`config.mk`:
```
export PLATFORM = sky130hd
export DESIGN_NAME = dmem_arbiter
export DESIGN_NICKNAME = d
export VERILOG_FILES = /design/src/rtl/dmem_arbiter.sv
export SDC_FILE = /design/constraint.sdc
export NUM_CORES = 1
export LEC_CHECK = 0
export CAP_MARGIN = 20
export CORE_AREA = 4 4 115 117
export DETAILED_ROUTE_END_ITERATION = 8
export DIE_AREA = 0 0 119 121
export PLACE_DENSITY = 0.56
export SKIP_CTS_REPAIR_TIMING = 1
export SYNTH_ARGS = -nofsm -noshare
export SYNTH_HDL_FRONTEND = slang
export SYNTH_SLANG_ARGS = --single-unit
```
`constraint.sdc`:
```
create_clock -name clk -period 4.7 [get_ports clk]
set_input_delay 0.705 -clock clk [delete_from_list [all_inputs] [get_ports clk]]
set_output_delay 0.705 -clock clk [all_outputs]
set_load 0.005 [all_outputs]
```
`src/rtl/dmem_arbiter.sv`:
```
`default_nettype none
// ============================================================================
// Module   : dmem_arbiter
// Purpose  : Shares the single-port data memory between the core load/store
//            path (port C) and a DMA/loader engine (port D). Round-robin
//            arbitration with a bounded burst length while contended, a
//            one-beat-per-cycle handshake, and a combinational core stall.
// Ports    : clk, reset (async, active-low)
//            c_req/c_we/c_adr/c_wd -> c_ack/c_rd/c_stall   core port
//            d_req/d_we/d_adr/d_wd -> d_ack/d_rd           DMA port
//            mem_we/mem_adr/mem_wd -> dmem, mem_rd <- dmem (async read)
// Options  : DMEM_ARB_STATS_EN adds stats_clr input and c_beats, d_beats,
//            conflict_cycles saturating 16-bit counters.
// Revision : 1.0 - initial release
// ============================================================================
module dmem_arbiter #(
  parameter int AW         = 32,
  parameter int DW         = 32,
  parameter int MAX_BURST  = 4,
  parameter int CORE_FIRST = 1
) (
  input  logic          clk,
  input  logic          reset,
  input  logic          c_req,
  input  logic          c_we,
  input  logic [AW-1:0] c_adr,
  input  logic [DW-1:0] c_wd,
  output logic          c_ack,
  output logic [DW-1:0] c_rd,
  output logic          c_stall,
  input  logic          d_req,
  input  logic          d_we,
  input  logic [AW-1:0] d_adr,
  input  logic [DW-1:0] d_wd,
  output logic          d_ack,
  output logic [DW-1:0] d_rd,
  output logic          mem_we,
  output logic [AW-1:0] mem_adr,
  output logic [DW-1:0] mem_wd,
`ifdef DMEM_ARB_STATS_EN
  input  logic          stats_clr,
  output logic [15:0]   c_beats,
  output logic [15:0]   d_beats,
  output logic [15:0]   conflict_cycles,
`endif
  input  logic [DW-1:0] mem_rd
);

  typedef enum logic [1:0] {
    ST_IDLE  = 2'd0,
    ST_GNT_C = 2'd1,
    ST_GNT_D = 2'd2
  } state_t;

  localparam logic [3:0] c_max_burst = 4'(MAX_BURST);

  state_t     r_state;
  state_t     w_state_nxt;
  logic [3:0] r_burst_cnt;
  logic [3:0] w_burst_cnt_nxt;
  logic [3:0] w_burst_inc;
  logic       w_burst_limit;

  // Saturating beat count for the current owner.
  assign w_burst_inc = (r_burst_cnt >= c_max_burst) ? r_burst_cnt : r_burst_cnt + 4'd1;

  // True when the beat in progress is the last one allowed under contention.
  assign w_burst_limit = ({1'b0, r_burst_cnt} + 5'd1) >= {1'b0, c_max_burst};

  always_ff @(posedge clk or negedge reset) begin
    if (!reset) begin
      r_state     <= ST_IDLE;
      r_burst_cnt <= 4'd0;
    end else begin
      r_state     <= w_state_nxt;
      r_burst_cnt <= w_burst_cnt_nxt;
    end
  end

  always_comb begin
    w_state_nxt     = r_state;
    w_burst_cnt_nxt = r_burst_cnt;
    c_ack           = 1'b0;
    d_ack           = 1'b0;
    c_rd            = '0;
    d_rd            = '0;
    mem_we          = 1'b0;
    mem_adr         = '0;
    mem_wd          = '0;

    case (r_state)
      ST_IDLE: begin
        w_burst_cnt_nxt = 4'd0;
        if (c_req && d_req) begin
          w_state_nxt = (CORE_FIRST != 0) ? ST_GNT_C : ST_GNT_D;
        end else if (c_req) begin
          w_state_nxt = ST_GNT_C;
        end else if (d_req) begin
          w_state_nxt = ST_GNT_D;
        end
      end

      ST_GNT_C: begin
        mem_adr = c_adr;
        mem_wd  = c_wd;
        mem_we  = c_we & c_req;
        c_ack   = c_req;
        c_rd    = mem_rd;
        if (c_req) begin
          w_burst_cnt_nxt = w_burst_inc;
        end
        // Hand over directly (no idle bubble) when the burst budget is used
        // up or the owner has let go while the other side waits.
        if (d_req && (w_burst_limit || !c_req)) begin
          w_state_nxt     = ST_GNT_D;
          w_burst_cnt_nxt = 4'd0;
        end else if (!c_req) begin
          w_state_nxt     = ST_IDLE;
          w_burst_cnt_nxt = 4'd0;
        end
      end

      ST_GNT_D: begin
        mem_adr = d_adr;
        mem_wd  = d_wd;
        mem_we  = d_we & d_req;
        d_ack   = d_req;
        d_rd    = mem_rd;
        if (d_req) begin
          w_burst_cnt_nxt = w_burst_inc;
        end
        if (c_req && (w_burst_limit || !d_req)) begin
          w_state_nxt     = ST_GNT_C;
          w_burst_cnt_nxt = 4'd0;
        end else if (!d_req) begin
          w_state_nxt     = ST_IDLE;
          w_burst_cnt_nxt = 4'd0;
        end
      end

      default: begin
        w_state_nxt     = ST_IDLE;
        w_burst_cnt_nxt = 4'd0;
      end
    endcase
  end

  // Combinational so the core can hold its PC in the same cycle.
  assign c_stall = c_req & ~c_ack;

`ifdef DMEM_ARB_STATS_EN
  always_ff @(posedge clk or negedge reset) begin
    if (!reset) begin
      c_beats         <= 16'd0;
      d_beats         <= 16'd0;
      conflict_cycles <= 16'd0;
    end else if (stats_clr) begin
      c_beats         <= 16'd0;
      d_beats         <= 16'd0;
      conflict_cycles <= 16'd0;
    end else begin
      if (c_ack && (c_beats != 16'hFFFF)) begin
        c_beats <= c_beats + 16'd1;
      end
      if (d_ack && (d_beats != 16'hFFFF)) begin
        d_beats <= d_beats + 16'd1;
      end
      if (c_req && d_req && (conflict_cycles != 16'hFFFF)) begin
        conflict_cycles <= conflict_cycles + 16'd1;
      end
    end
  end
`endif

endmodule
`default_nettype wire

```
==> summary.md <==
| Metric | Value |
|---|---|
| Status | complete, no violations |
| Die W | 119 µm |
| Post-Synthesis Cells | 274 |
| Routed wire length | 12000 µm |
| First-pass GRT wire length | 17100 µm |
| CTS root buf | clkbuf_16 |
| Initial Util | 15.1% |
| RSZ-0062 raised after global routing | no |
| DRT iter0 DRCs | 129 |
| Final Skew | 2.09 ps |
| Setup TNS Final | 0 ps |
| CTS H-tree lvls | 1 |
| Die area | 14400 µm² |
| Arr. time, crit path | 2610 ps |
| Clock transition at path regs | 30 ps |
| Routability cong. | 0.770 |
| Placed wire-length estimate | 10100 µm |
| Crit path required time | 3990 ps |
| Syn_nets | 446 |
| Area share of fa/ha/maj cells after synthesis | 4.02% |
| CP Capture Type | output port |
| Max Freq | 302 MHz |
| Antenna violations before repair | 0 |
| Tot GR Track Use | 14.9% |
| Syn_area_per_cell | 6.82 µm² |
| Vias | 3082 |
| Setup crit start kind | flip-flop |
| GRT met2 Usage | 27.6% |
| Vias per cell | 4.27 |
| Area growth from synthesis to final layout | 172% |
| Maximum vdd drop | 0.000146 V |
| Clk_lat worst skew | 230 ps |
| Vias in the first global route | 3096 |
| Sequential fraction of the synthesis area | 8.03% |
| Crit Path Category | reg2out |
| Grt met3 use | 4.34% |
| Final net count | 724 |
| Ports | 298 |
| I/O Buffers | 297 |
| Synth Area in XOR/XNOR | 0.469% |
| Share of layout cells above drive strength 1 | 2.55% |
| Most Crowded Layer GR | met2 |
| Most frequent cells in the layout | clkdlybuf4s50_1 (297), nor2b_1 (66), a22oi_1 (64), and2_1 (64) |
| Slew @ Worst Pin | 817 ps |
| Gr ovfl total | 0 |
| Leak | 1.77 nW |
| Die Y | 121 µm |
| Core area | 12400 µm² |
| Slew Viols, Final | 0 |
| Post-synthesis register bit count | 6 |
| CP max FO | 35 |
| # rows | 41 |
| Post-synthesis mux area share | 1.20% |
| Synth Warn # | 0 |
| Diodes inserted | 0 |
| Main combinational cell family by area after synthesis | simple AND/OR/NAND/NOR gates |
| TritonCTS Buffers | 3 |
| Tmin final | 3310 ps |
| Post-DR wirelength/cell | 16.6 µm |
| Placed cells | 719 |
| Clock tree buffer depth | 2 |
| Global routing usage on met1 | 17.1% |
| Largest net degree at the start of global routing | 47 |
| DRC viols | 0 |
| Clk sinks | 6 |
| Worst slew margin | 45.5% |
| Pre-antenna DRT Iters | 4 |
| Routed Antenna Nets | 0 |
| Simple-gate share of the synthesized area | 47.7% |
| Worst hold path type | reg2reg |
| Pwr dens | 321 nW/µm² |
| Most common cell after layout, fill and taps aside | clkdlybuf4s50_1 |
| Cell variety after synth | 25 |
| CP max-delay cell | clkdlybuf4s50_1 |
| Mapped cell area | 1870 µm² |
| Post-DP Area | 5010 µm² |
| Post-route insts no fill | 722 |
| Post-synthesis compound-gate area fraction | 31.5% |
| Final setup vio count | 0 |
| Final instance area | 5090 µm² |
| Critical path, cell by cell | inv_1 > ha_2 > buf_4 > nand2_2 > inv_1 > nand2_1 > a21boi_0 > clkdlybuf4s50_1 |
| Most frequent CP cell | inv_1 |
| Max Cap Violations | 0 |
| Final hold viol count | 0 |
| Final worst path period share | 70.5% |
| Max stage delay on crit path | 530 ps |
| CTS tree | yes |
## final timing paths
path | end | depth (start not counted) | slack (ps) | from
min in group asynchronous | r_burst_cnt[1]$_DFF_PN0_ | 1 | 730 | reset
min reg2reg | r_state[0]$_DFFE_PN0P_ | 1 | 550 | r_state[0]$_DFFE_PN0P_
max reg2reg | r_state[1]$_DFFE_PN0P_ | 7 | 2410 | r_state[1]$_DFFE_PN0P_
max | mem_we | 8 | 1390 | r_state[1]$_DFFE_PN0P_
max in group asynchronous | r_state[0]$_DFFE_PN0P_ | 1 | 3750 | reset
min | r_state[0]$_DFFE_PN0P_ | 1 | 550 | r_state[0]$_DFFE_PN0P_
## Yosys cell counts (all sizes together)
cell | number | area share (%)
a211oi | 1 | 0.67
a21boi | 3 | 1.2
a21o | 1 | 0.40
a21oi | 4 | 1.1
a22oi | 65 | 26
a311oi | 1 | 0.47
a41oi | 1 | 0.47
and2 | 64 | 21
buf | 4 | 1.1
clkbuf | 25 | 5.0
dfrtp | 6 | 8.0
ha | 6 | 4.0
inv | 5 | 1.0
mux2 | 2 | 1.2
nand2 | 6 | 1.5
nand2b | 2 | 0.67
nand4b | 1 | 0.47
nor2 | 6 | 1.2
nor2b | 66 | 22
nor3b | 1 | 0.40
o21ai | 3 | 0.80
xnor2 | 1 | 0.47
## sequential cells by signal, summed over array words and instances, names as in the netlist
signal / count
r_burst_cnt: 4
r_state: 2
## where the power goes
part | internal, mW | total, mW | switching, mW
sequential | 0.0625 | 0.0742 | 0.0116
combinational | 0.843 | 1.42 | 0.578
clock | 0.109 | 0.136 | 0.0271
total | 1.01 | 1.63 | 0.617
## layer usage
layer  vias to the layer above  part of all wire (%)
met4                         0                   1.4
met1                      1382                    39
met5                         -                     0
li1                       1502                     -
met3                        13                   8.5
met2                       185                    51
## area by class of cell
type / count / area [µm²]
Fill cell: 1285 / 7280
Timing Repair Buffer: 302 / 3040
Multi-Input combinational cell: 234 / 1590
Tap cell: 172 / 215
Sequential cell: 6 / 150
Clock buffer: 3 / 75.1
Inverter: 5 / 18.8
## worst max-delay path, delay by kind of cell, from the launching register on
kind                     cells  cell delay, ps
AO/OA/AOI/OAI                1             140
buffers and inverters        4            1140
flip-flops                   1             400
adder cells (fa/ha/maj)      1             480
AND/OR/NAND/NOR              2             190
## stage by stage
stage / hold WS (ps) / worst slack [ps] / util (%) / power, mW
after CTS: 559 / 1340 / 41.1 / 1.66
after detailed placement: 552 / 1580 / 40.5 / 1.52
final: 554 / 1390 / 41.1 / 1.63
after global routing: 582 / 1130 / 41.1 / 1.76
after floorplan: 409 / 2630 / - / 0.727
after global placement: 536 / 1610 / 40.5 / 1.51
## cell families after synthesis
kind of cell             Yosys count
XOR/XNOR                           1
AND/OR/NAND/NOR                  146
multiplexers                       2
AO/OA/AOI/OAI                     79
flip-flops                         6
adder cells (fa/ha/maj)            6
buffers and inverters             34
(Power assumes the default switching activity.)
